[src/rtl/mutative_setup_ctrl_if.sv]
// Signal bundle between the associativity reconfiguration controller and the cache.
// master = controller (drives mode, stall and flush requests), slave = cache datapath/FSM.
interface mutative_setup_ctrl_if #(
   parameter int SET_BITS     = 4,
   parameter int WAY_IDX_BITS = 3
);
   // access monitoring, one pulse per completed CPU transaction
   logic                    access_valid;
   logic                    access_hit;

   // cache status and software override
   logic                    cache_idle;
   logic                    force_valid;
   logic [1:0]              force_setup;

   // mode and change-over control
   logic [1:0]              setup;
   logic                    cpu_stall;
   logic                    busy;

   // per-line flush handshake
   logic                    flush_valid;
   logic [SET_BITS-1:0]     flush_set;
   logic [WAY_IDX_BITS-1:0] flush_way;
   logic                    flush_done;

   modport master (
      input  access_valid, access_hit, cache_idle, force_valid, force_setup, flush_done,
      output setup, cpu_stall, busy, flush_valid, flush_set, flush_way
   );

   modport slave (
      output access_valid, access_hit, cache_idle, force_valid, force_setup, flush_done,
      input  setup, cpu_stall, busy, flush_valid, flush_set, flush_way
   );
endinterface

[src/rtl/mutative_setup_ctrl.sv]
// Epoch miss counter that picks the cache associativity mode and sequences a stall/drain/flush/switch change-over.
// All outputs registered; each flush line is held until flush_done (min 1 cycle per line), CPU stalled throughout.
module mutative_setup_ctrl #(
   parameter int SET_BITS     = 4,
   parameter int WAY_IDX_BITS = 3,
   parameter int EPOCH_LEN    = 1024,
   parameter int MISS_HI      = 128,
   parameter int MISS_LO      = 16
) (
   input  logic                  clk,
   input  logic                  rst,
   mutative_setup_ctrl_if.master cif
);
   localparam int ACC_W  = $clog2(EPOCH_LEN);
   localparam int MISS_W = ACC_W + 1;

   localparam logic [ACC_W-1:0]        ACC_LAST  = ACC_W'(EPOCH_LEN - 1);
   localparam logic [MISS_W-1:0]       MISS_HI_V = MISS_W'(MISS_HI);
   localparam logic [MISS_W-1:0]       MISS_LO_V = MISS_W'(MISS_LO);
   localparam logic [SET_BITS-1:0]     SET_LAST  = '1;
   localparam logic [WAY_IDX_BITS-1:0] WAY_LAST  = '1;

   typedef enum logic [1:0] {
      S_COUNT  = 2'd0,
      S_DRAIN  = 2'd1,
      S_FLUSH  = 2'd2,
      S_SWITCH = 2'd3
   } state_e;

   state_e                  state_q, state_d;
   logic [ACC_W-1:0]        acc_cnt_q, acc_cnt_d;
   logic [MISS_W-1:0]       miss_cnt_q, miss_cnt_d;
   logic [1:0]              setup_q, setup_d;
   logic [1:0]              target_q, target_d;
   logic                    cpu_stall_q, cpu_stall_d;
   logic                    flush_valid_q, flush_valid_d;
   logic                    busy_q, busy_d;
   logic [SET_BITS-1:0]     flush_set_q, flush_set_d;
   logic [WAY_IDX_BITS-1:0] flush_way_q, flush_way_d;

   logic                    epoch_close;
   logic                    last_line;
   logic [MISS_W-1:0]       miss_total;
   logic [1:0]              close_target;

   // Epoch decision: the closing access itself is part of the miss total.
   always_comb begin
      epoch_close  = cif.access_valid && (acc_cnt_q == ACC_LAST);
      miss_total   = miss_cnt_q + {{(MISS_W-1){1'b0}}, ~cif.access_hit};
      close_target = setup_q;
      if ((miss_total > MISS_HI_V) && (setup_q != 2'd3)) begin
         close_target = setup_q + 2'd1;
      end else if ((miss_total < MISS_LO_V) && (setup_q != 2'd0)) begin
         close_target = setup_q - 2'd1;
      end
      last_line = (flush_set_q == SET_LAST) && (flush_way_q == WAY_LAST);
   end

   always_ff @(posedge clk or posedge rst) begin
      if (rst) begin
         state_q <= S_COUNT;
      end else begin
         state_q <= state_d;
      end
   end

   always_comb begin
      state_d = state_q;
      unique case (state_q)
         S_COUNT: begin
            if (cif.force_valid) begin
               if (cif.force_setup != setup_q) state_d = S_DRAIN;
            end else if (epoch_close && (close_target != setup_q)) begin
               state_d = S_DRAIN;
            end
         end
         S_DRAIN: begin
            if (cif.cache_idle) state_d = S_FLUSH;
         end
         S_FLUSH: begin
            if (cif.flush_done && last_line) state_d = S_SWITCH;
         end
         S_SWITCH: begin
            state_d = S_COUNT;
         end
         default: state_d = S_COUNT;
      endcase
   end

   always_comb begin
      acc_cnt_d   = acc_cnt_q;
      miss_cnt_d  = miss_cnt_q;
      target_d    = target_q;
      setup_d     = setup_q;
      flush_set_d = flush_set_q;
      flush_way_d = flush_way_q;

      unique case (state_q)
         S_COUNT: begin
            // A software override discards any epoch decision taken in the same cycle.
            if (cif.force_valid) begin
               target_d   = cif.force_setup;
               acc_cnt_d  = '0;
               miss_cnt_d = '0;
            end else if (epoch_close) begin
               target_d   = close_target;
               acc_cnt_d  = '0;
               miss_cnt_d = '0;
            end else if (cif.access_valid) begin
               acc_cnt_d  = acc_cnt_q + 1'b1;
               miss_cnt_d = miss_cnt_q + {{(MISS_W-1){1'b0}}, ~cif.access_hit};
            end
         end
         S_DRAIN: begin
            if (cif.cache_idle) begin
               flush_set_d = '0;
               flush_way_d = '0;
            end
         end
         S_FLUSH: begin
            // Set-major walk: all ways of a set before moving to the next set.
            if (cif.flush_done) begin
               if (last_line) begin
                  flush_set_d = '0;
                  flush_way_d = '0;
               end else if (flush_way_q == WAY_LAST) begin
                  flush_way_d = '0;
                  flush_set_d = flush_set_q + 1'b1;
               end else begin
                  flush_way_d = flush_way_q + 1'b1;
               end
            end
         end
         S_SWITCH: begin
            setup_d = target_q;
         end
         default: ;
      endcase

      cpu_stall_d   = (state_d != S_COUNT);
      busy_d        = (state_d != S_COUNT);
      flush_valid_d = (state_d == S_FLUSH);
   end

   always_ff @(posedge clk or posedge rst) begin
      if (rst) begin
         acc_cnt_q     <= '0;
         miss_cnt_q    <= '0;
         setup_q       <= 2'd3;
         target_q      <= 2'd3;
         cpu_stall_q   <= 1'b0;
         flush_valid_q <= 1'b0;
         busy_q        <= 1'b0;
         flush_set_q   <= '0;
         flush_way_q   <= '0;
      end else begin
         acc_cnt_q     <= acc_cnt_d;
         miss_cnt_q    <= miss_cnt_d;
         setup_q       <= setup_d;
         target_q      <= target_d;
         cpu_stall_q   <= cpu_stall_d;
         flush_valid_q <= flush_valid_d;
         busy_q        <= busy_d;
         flush_set_q   <= flush_set_d;
         flush_way_q   <= flush_way_d;
      end
   end

   assign cif.setup       = setup_q;
   assign cif.cpu_stall   = cpu_stall_q;
   assign cif.busy        = busy_q;
   assign cif.flush_valid = flush_valid_q;
   assign cif.flush_set   = flush_set_q;
   assign cif.flush_way   = flush_way_q;

   a_flush_implies_stall: assert property (@(posedge clk) disable iff (rst)
      flush_valid_q |-> cpu_stall_q);
   a_busy_tracks_state: assert property (@(posedge clk) disable iff (rst)
      busy_q == (state_q != S_COUNT));
endmodule

[src/flat_wrapper.sv]
// flat-port wrapper written by rule: the top's interface ports become plain ports
module mutative_setup_ctrl_flat 
#(
   parameter int SET_BITS     = 4,
   parameter int WAY_IDX_BITS = 3,
   parameter int EPOCH_LEN    = 1024,
   parameter int MISS_HI      = 128,
   parameter int MISS_LO      = 16
)
  (clk, rst, cif_access_valid, cif_access_hit, cif_cache_idle, cif_force_valid, cif_force_setup, cif_flush_done, cif_setup, cif_cpu_stall, cif_busy, cif_flush_valid, cif_flush_set, cif_flush_way);
  mutative_setup_ctrl_if #(.SET_BITS(SET_BITS), .WAY_IDX_BITS(WAY_IDX_BITS)) cif_i ();
  input  logic clk;
  input  logic rst;
  input wire logic [$bits(cif_i.access_valid)-1:0] cif_access_valid;
  input wire logic [$bits(cif_i.access_hit)-1:0] cif_access_hit;
  input wire logic [$bits(cif_i.cache_idle)-1:0] cif_cache_idle;
  input wire logic [$bits(cif_i.force_valid)-1:0] cif_force_valid;
  input wire logic [$bits(cif_i.force_setup)-1:0] cif_force_setup;
  input wire logic [$bits(cif_i.flush_done)-1:0] cif_flush_done;
  output wire logic [$bits(cif_i.setup)-1:0] cif_setup;
  output wire logic [$bits(cif_i.cpu_stall)-1:0] cif_cpu_stall;
  output wire logic [$bits(cif_i.busy)-1:0] cif_busy;
  output wire logic [$bits(cif_i.flush_valid)-1:0] cif_flush_valid;
  output wire logic [$bits(cif_i.flush_set)-1:0] cif_flush_set;
  output wire logic [$bits(cif_i.flush_way)-1:0] cif_flush_way;
  assign cif_i.access_valid = cif_access_valid;
  assign cif_i.access_hit = cif_access_hit;
  assign cif_i.cache_idle = cif_cache_idle;
  assign cif_i.force_valid = cif_force_valid;
  assign cif_i.force_setup = cif_force_setup;
  assign cif_i.flush_done = cif_flush_done;
  assign cif_setup = cif_i.setup;
  assign cif_cpu_stall = cif_i.cpu_stall;
  assign cif_busy = cif_i.busy;
  assign cif_flush_valid = cif_i.flush_valid;
  assign cif_flush_set = cif_i.flush_set;
  assign cif_flush_way = cif_i.flush_way;
  mutative_setup_ctrl #(.SET_BITS(SET_BITS), .WAY_IDX_BITS(WAY_IDX_BITS), .EPOCH_LEN(EPOCH_LEN), .MISS_HI(MISS_HI), .MISS_LO(MISS_LO)) u_core (.clk(clk), .rst(rst), .cif(cif_i));
endmodule
[config.mk]
export PLATFORM = sky130hd
export DESIGN_NAME = mutative_setup_ctrl_flat
export DESIGN_NICKNAME = d
export VERILOG_FILES = /design/src/rtl/mutative_setup_ctrl_if.sv /design/src/rtl/mutative_setup_ctrl.sv /design/src/flat_wrapper.sv
export SDC_FILE = /design/constraint.sdc
export NUM_CORES = 1
export LEC_CHECK = 0
export BUFFER_PORTS_ARGS = -buffer_cell sky130_fd_sc_hd__buf_2
export CORE_ASPECT_RATIO = 1.5
export CORE_MARGIN = 5
export CORE_UTILIZATION = 33
export CTS_BUF_LIST = sky130_fd_sc_hd__clkbuf_16
export CTS_CLUSTER_SIZE = 24
export DETAILED_ROUTE_END_ITERATION = 16
export PLACE_DENSITY = 0.52
export RECOVER_POWER = 50
export SYNTH_ARGS = -nofsm -noshare
export SYNTH_HDL_FRONTEND = slang
export SYNTH_SLANG_ARGS = --single-unit
[constraint.sdc]
create_clock -name clk -period 2.95 [get_ports clk]
set_clock_uncertainty 0.1 [all_clocks]
set_input_delay 0.1475 -clock clk [delete_from_list [all_inputs] [get_ports clk]]
set_output_delay 0.1475 -clock clk [all_outputs]
set_load 0.03 [all_outputs]
==> metrics <==
measured slew at the worst slew-check pin 0.944 ns; count leader, synth nand2_1; NumNets Final 308; vias 1,999; CTS tree yes; worst flop-to-flop path endpoint u_core.target_q[0]; HPWL Detailed 4140 um; worst-case clock buffer depth 2; share of cells above drive strength 1 13.2%; max-slew violations 0; overall fraction of global-route tracks in use 13.7%; final critical path time including I/O delays and setup 2.66 ns; global routing met1 resource utilization 15.8%; final setup vio count 0; result of the run completed; maximum number of pins on one net before global-route repair 37; simple-gate area share of the yosys netlist 25.7%; main combinational cell family by area after synthesis simple AND/OR/NAND/NOR gates; clock input transition at the sequential cells of the worst setup and hold paths 0.06 ns; worst min path class in2reg; insertion delay of the later-clocked pin in the worst-skew pair 0.28 ns; Final Wtd Congestion 0.831; tightest slew margin relative to the limit 37.0%; Post-Syn Area per Cell 8.53 sq um; Critical Path RT 3.07 ns; count of fill cells added during filler insertion 708; most common library cells after synthesis 42 x nand2_1, 32 x dfrtp_1, 32 x o21ai_0; effective utilization at floorplan 33.4%; P_leak 0.00110 uW; Die ar. 8640 sq um; wire length of the first global-routing pass 9670 um; initial antenna violation count 0; total I/O pin count 21; Mapped Cells 265; vertical die dimension 111 um; Power Density 556 nW/um^2; detailed-route vias per instance 5.46; level count of the clock H-tree 2; Post-Synthesis Net Count 286; Synth Area in XOR/XNOR 3.10%; count of cells along the worst hold path 3; origin of the worst min-delay path cif_force_setup[0]; IO Port Bufs 20; chip width 77.6 um; standard cell core area 6760 sq um; startpoint of the lowest-slack register-to-register path u_core.miss_cnt_q[0]; crit path DAT 2.78 ns; sum of routed wire length over all layers 5480 um; setup repair after global routing missed its margin no; n_diodes 0; r2r setup slk 0.29 ns; met3 GRT Util 2.99%; number of iterations in the first detailed-routing pass 4; flop and latch count out of synthesis 36; netlist area before placement 2260 sq um; library cell used as clock root buffer clkbuf_16; total of warnings raised by yosys 0; area growth from synthesis to layout 15.2%; number of max-cap violations 0; DRC marker count from the first detailed-route iteration 115; arithmetic-cell share of the synthesized area counting full adders, half adders and majority gates 6.64%; Worst IR Drop VDD 0.260 mV; Worst Hold Margin 0.0481 ns; largest cells by area after synthesis dfrtp_1 35%, o21ai_0 7.1%, nand2_1 7.0%, ha_1 6.6%, dfstp_2 4.7%; cell type with the largest total area after synthesis dfrtp_1; Most used DFF post-synth dfrtp_1; EDFF count, synth 0; Worst setup startpoint u_core.miss_cnt_q[0]; clock sink count 36; final core occ 38.5%; number of global-route vias before repair 1,984; post-synth cell types 49; endpoints failing hold 0; most crowded layer after global routing met2; Critical Path End Type flip-flop; critical path launch point type flip-flop; total global routing overflow 0; detail-routed net length per standard cell 15.0 um; clock buffers created by TritonCTS 5; Detail Route Antenna Nets 0; multiplexer fraction of the synthesized cell area 0.498%; standard-cell rows 37; accumulated negative setup slack 0 ns; compound-gate portion of the synthesized area 20.4%; area share of the largest cell type after synthesis 35.4%; drc violations 0; Worst Path Class, Setup reg2reg; final worst path period share 90.2%; maximum clock frequency 376 MHz; largest fanout of any net on the critical path 8; proportion of register bits with asynchronous set or reset after synthesis 100%; length in cells of the worst reg-to-reg path 9; met2 demand-to-capacity share in global routing 24.2%; worst min-delay path endpoint u_core.target_q[0]; sequential fraction of the synthesis area 40.1%
## cell type report
cell class	count	area, sq um	area share (%)
multi-input combinational	211	1270	48.9
sequential	36	906	34.8
timing repair buffer	25	130	5.00
clock buffer	5	125	4.81
tap	78	97.6	3.75
clock inverter	3	42.5	1.63
inverter	8	30.0	1.15
## per-stage QoR
step / total power (uW) / area, sq um / std cells / setup WS, ns
global placement: 855 / 2440 / 357 / 0.377
detailed placement: 858 / 2440 / 357 / 0.296
global route: 1530 / 2600 / 366 / 0.0884
CTS: 1470 / 2610 / 366 / 0.275
finish: 1450 / 2600 / 366 / 0.290
floorplan: 772 / 2260 / 265 / 0.535
## per-layer routing
layer	routed length (um)	share of wire, %
met1	2240	41
met2	2890	53
met3	219	4.0
met4	129	2.4
met5	0	0
## kinds of logic after synthesis
family          Yosys count
simple gates            120
flops                    36
buf+inv                  18
fa+ha+maj                12
xor+xnor                  8
mux                       1
compound gates           70
## state kept, by name, summed over array words and instances (netlist names)
signal / count
u_core.miss_cnt_q: 11
u_core.acc_cnt_q: 10
u_core.cif.flush_set: 4
u_core.state_q: 2
u_core.target_q: 2
u_core.cif.flush_valid: 1
u_core.cif.setup: 2
u_core.cif.flush_way: 3
u_core.cif.cpu_stall: 1
## cell usage in the layout (no fill, tap or decap), types with 2 or more instances in the layout
cell and instances:
o31a_1 2, nand2_1 42, o21a_1 3, and2_1 2, dfrtp_1 32, o21ai_0 32, dfstp_2 4, nor3_1 5
nand4_1 7, xor2_1 6, nand2b_1 4, nor2_1 22, a31oi_1 3, clkbuf_16 5, or3_1 4, nand3b_1 2
inv_1 8, buf_4 3, a211o_1 2, nor3_2 2, xnor2_1 2, or2_1 2, a311oi_1 2, nor2b_1 2
o31ai_1 4, nand3_1 17, ha_1 12, clkbuf_1 6, and3_1 4, a21o_1 2, a21oi_1 9, buf_2 14
## critical path, cell delays in order, from the launching register on
cell	delay, ns
dfrtp_1	0.34
ha_1	0.23
ha_1	0.31
nand4_1	0.15
o32a_1	0.37
a2111oi_4	0.44
o21ai_2	0.10
o211ai_2	0.11
mux2_1	0.35
nand3_1	0.08
## worst max path at each step
stage	end	slack, ns
after CTS	u_core.target_q[0]	0.27
after global routing	u_core.target_q[0]	0.09
after floorplan	u_core.target_q[0]	0.53
final	u_core.target_q[0]	0.29
after detailed placement	u_core.target_q[0]	0.30
after global placement	u_core.target_q[0]	0.38
## power breakdown
group	switching (uW)	internal [uW]
sequential	47.5	550
clock	211	397
combinational	160	81.2
total	418	1030
## what timing repair did
| item | 4_1_cts | 5_1_grt |
|---|---|---|
| buffers inserted | 0 | 0 |
| hold buffers | 1 | 0 |
| gates resized for setup | 0 | 0 |
| hold endpoints to repair | 32 | 0 |
No activity file was read; power rests on OpenSTA's default activity.
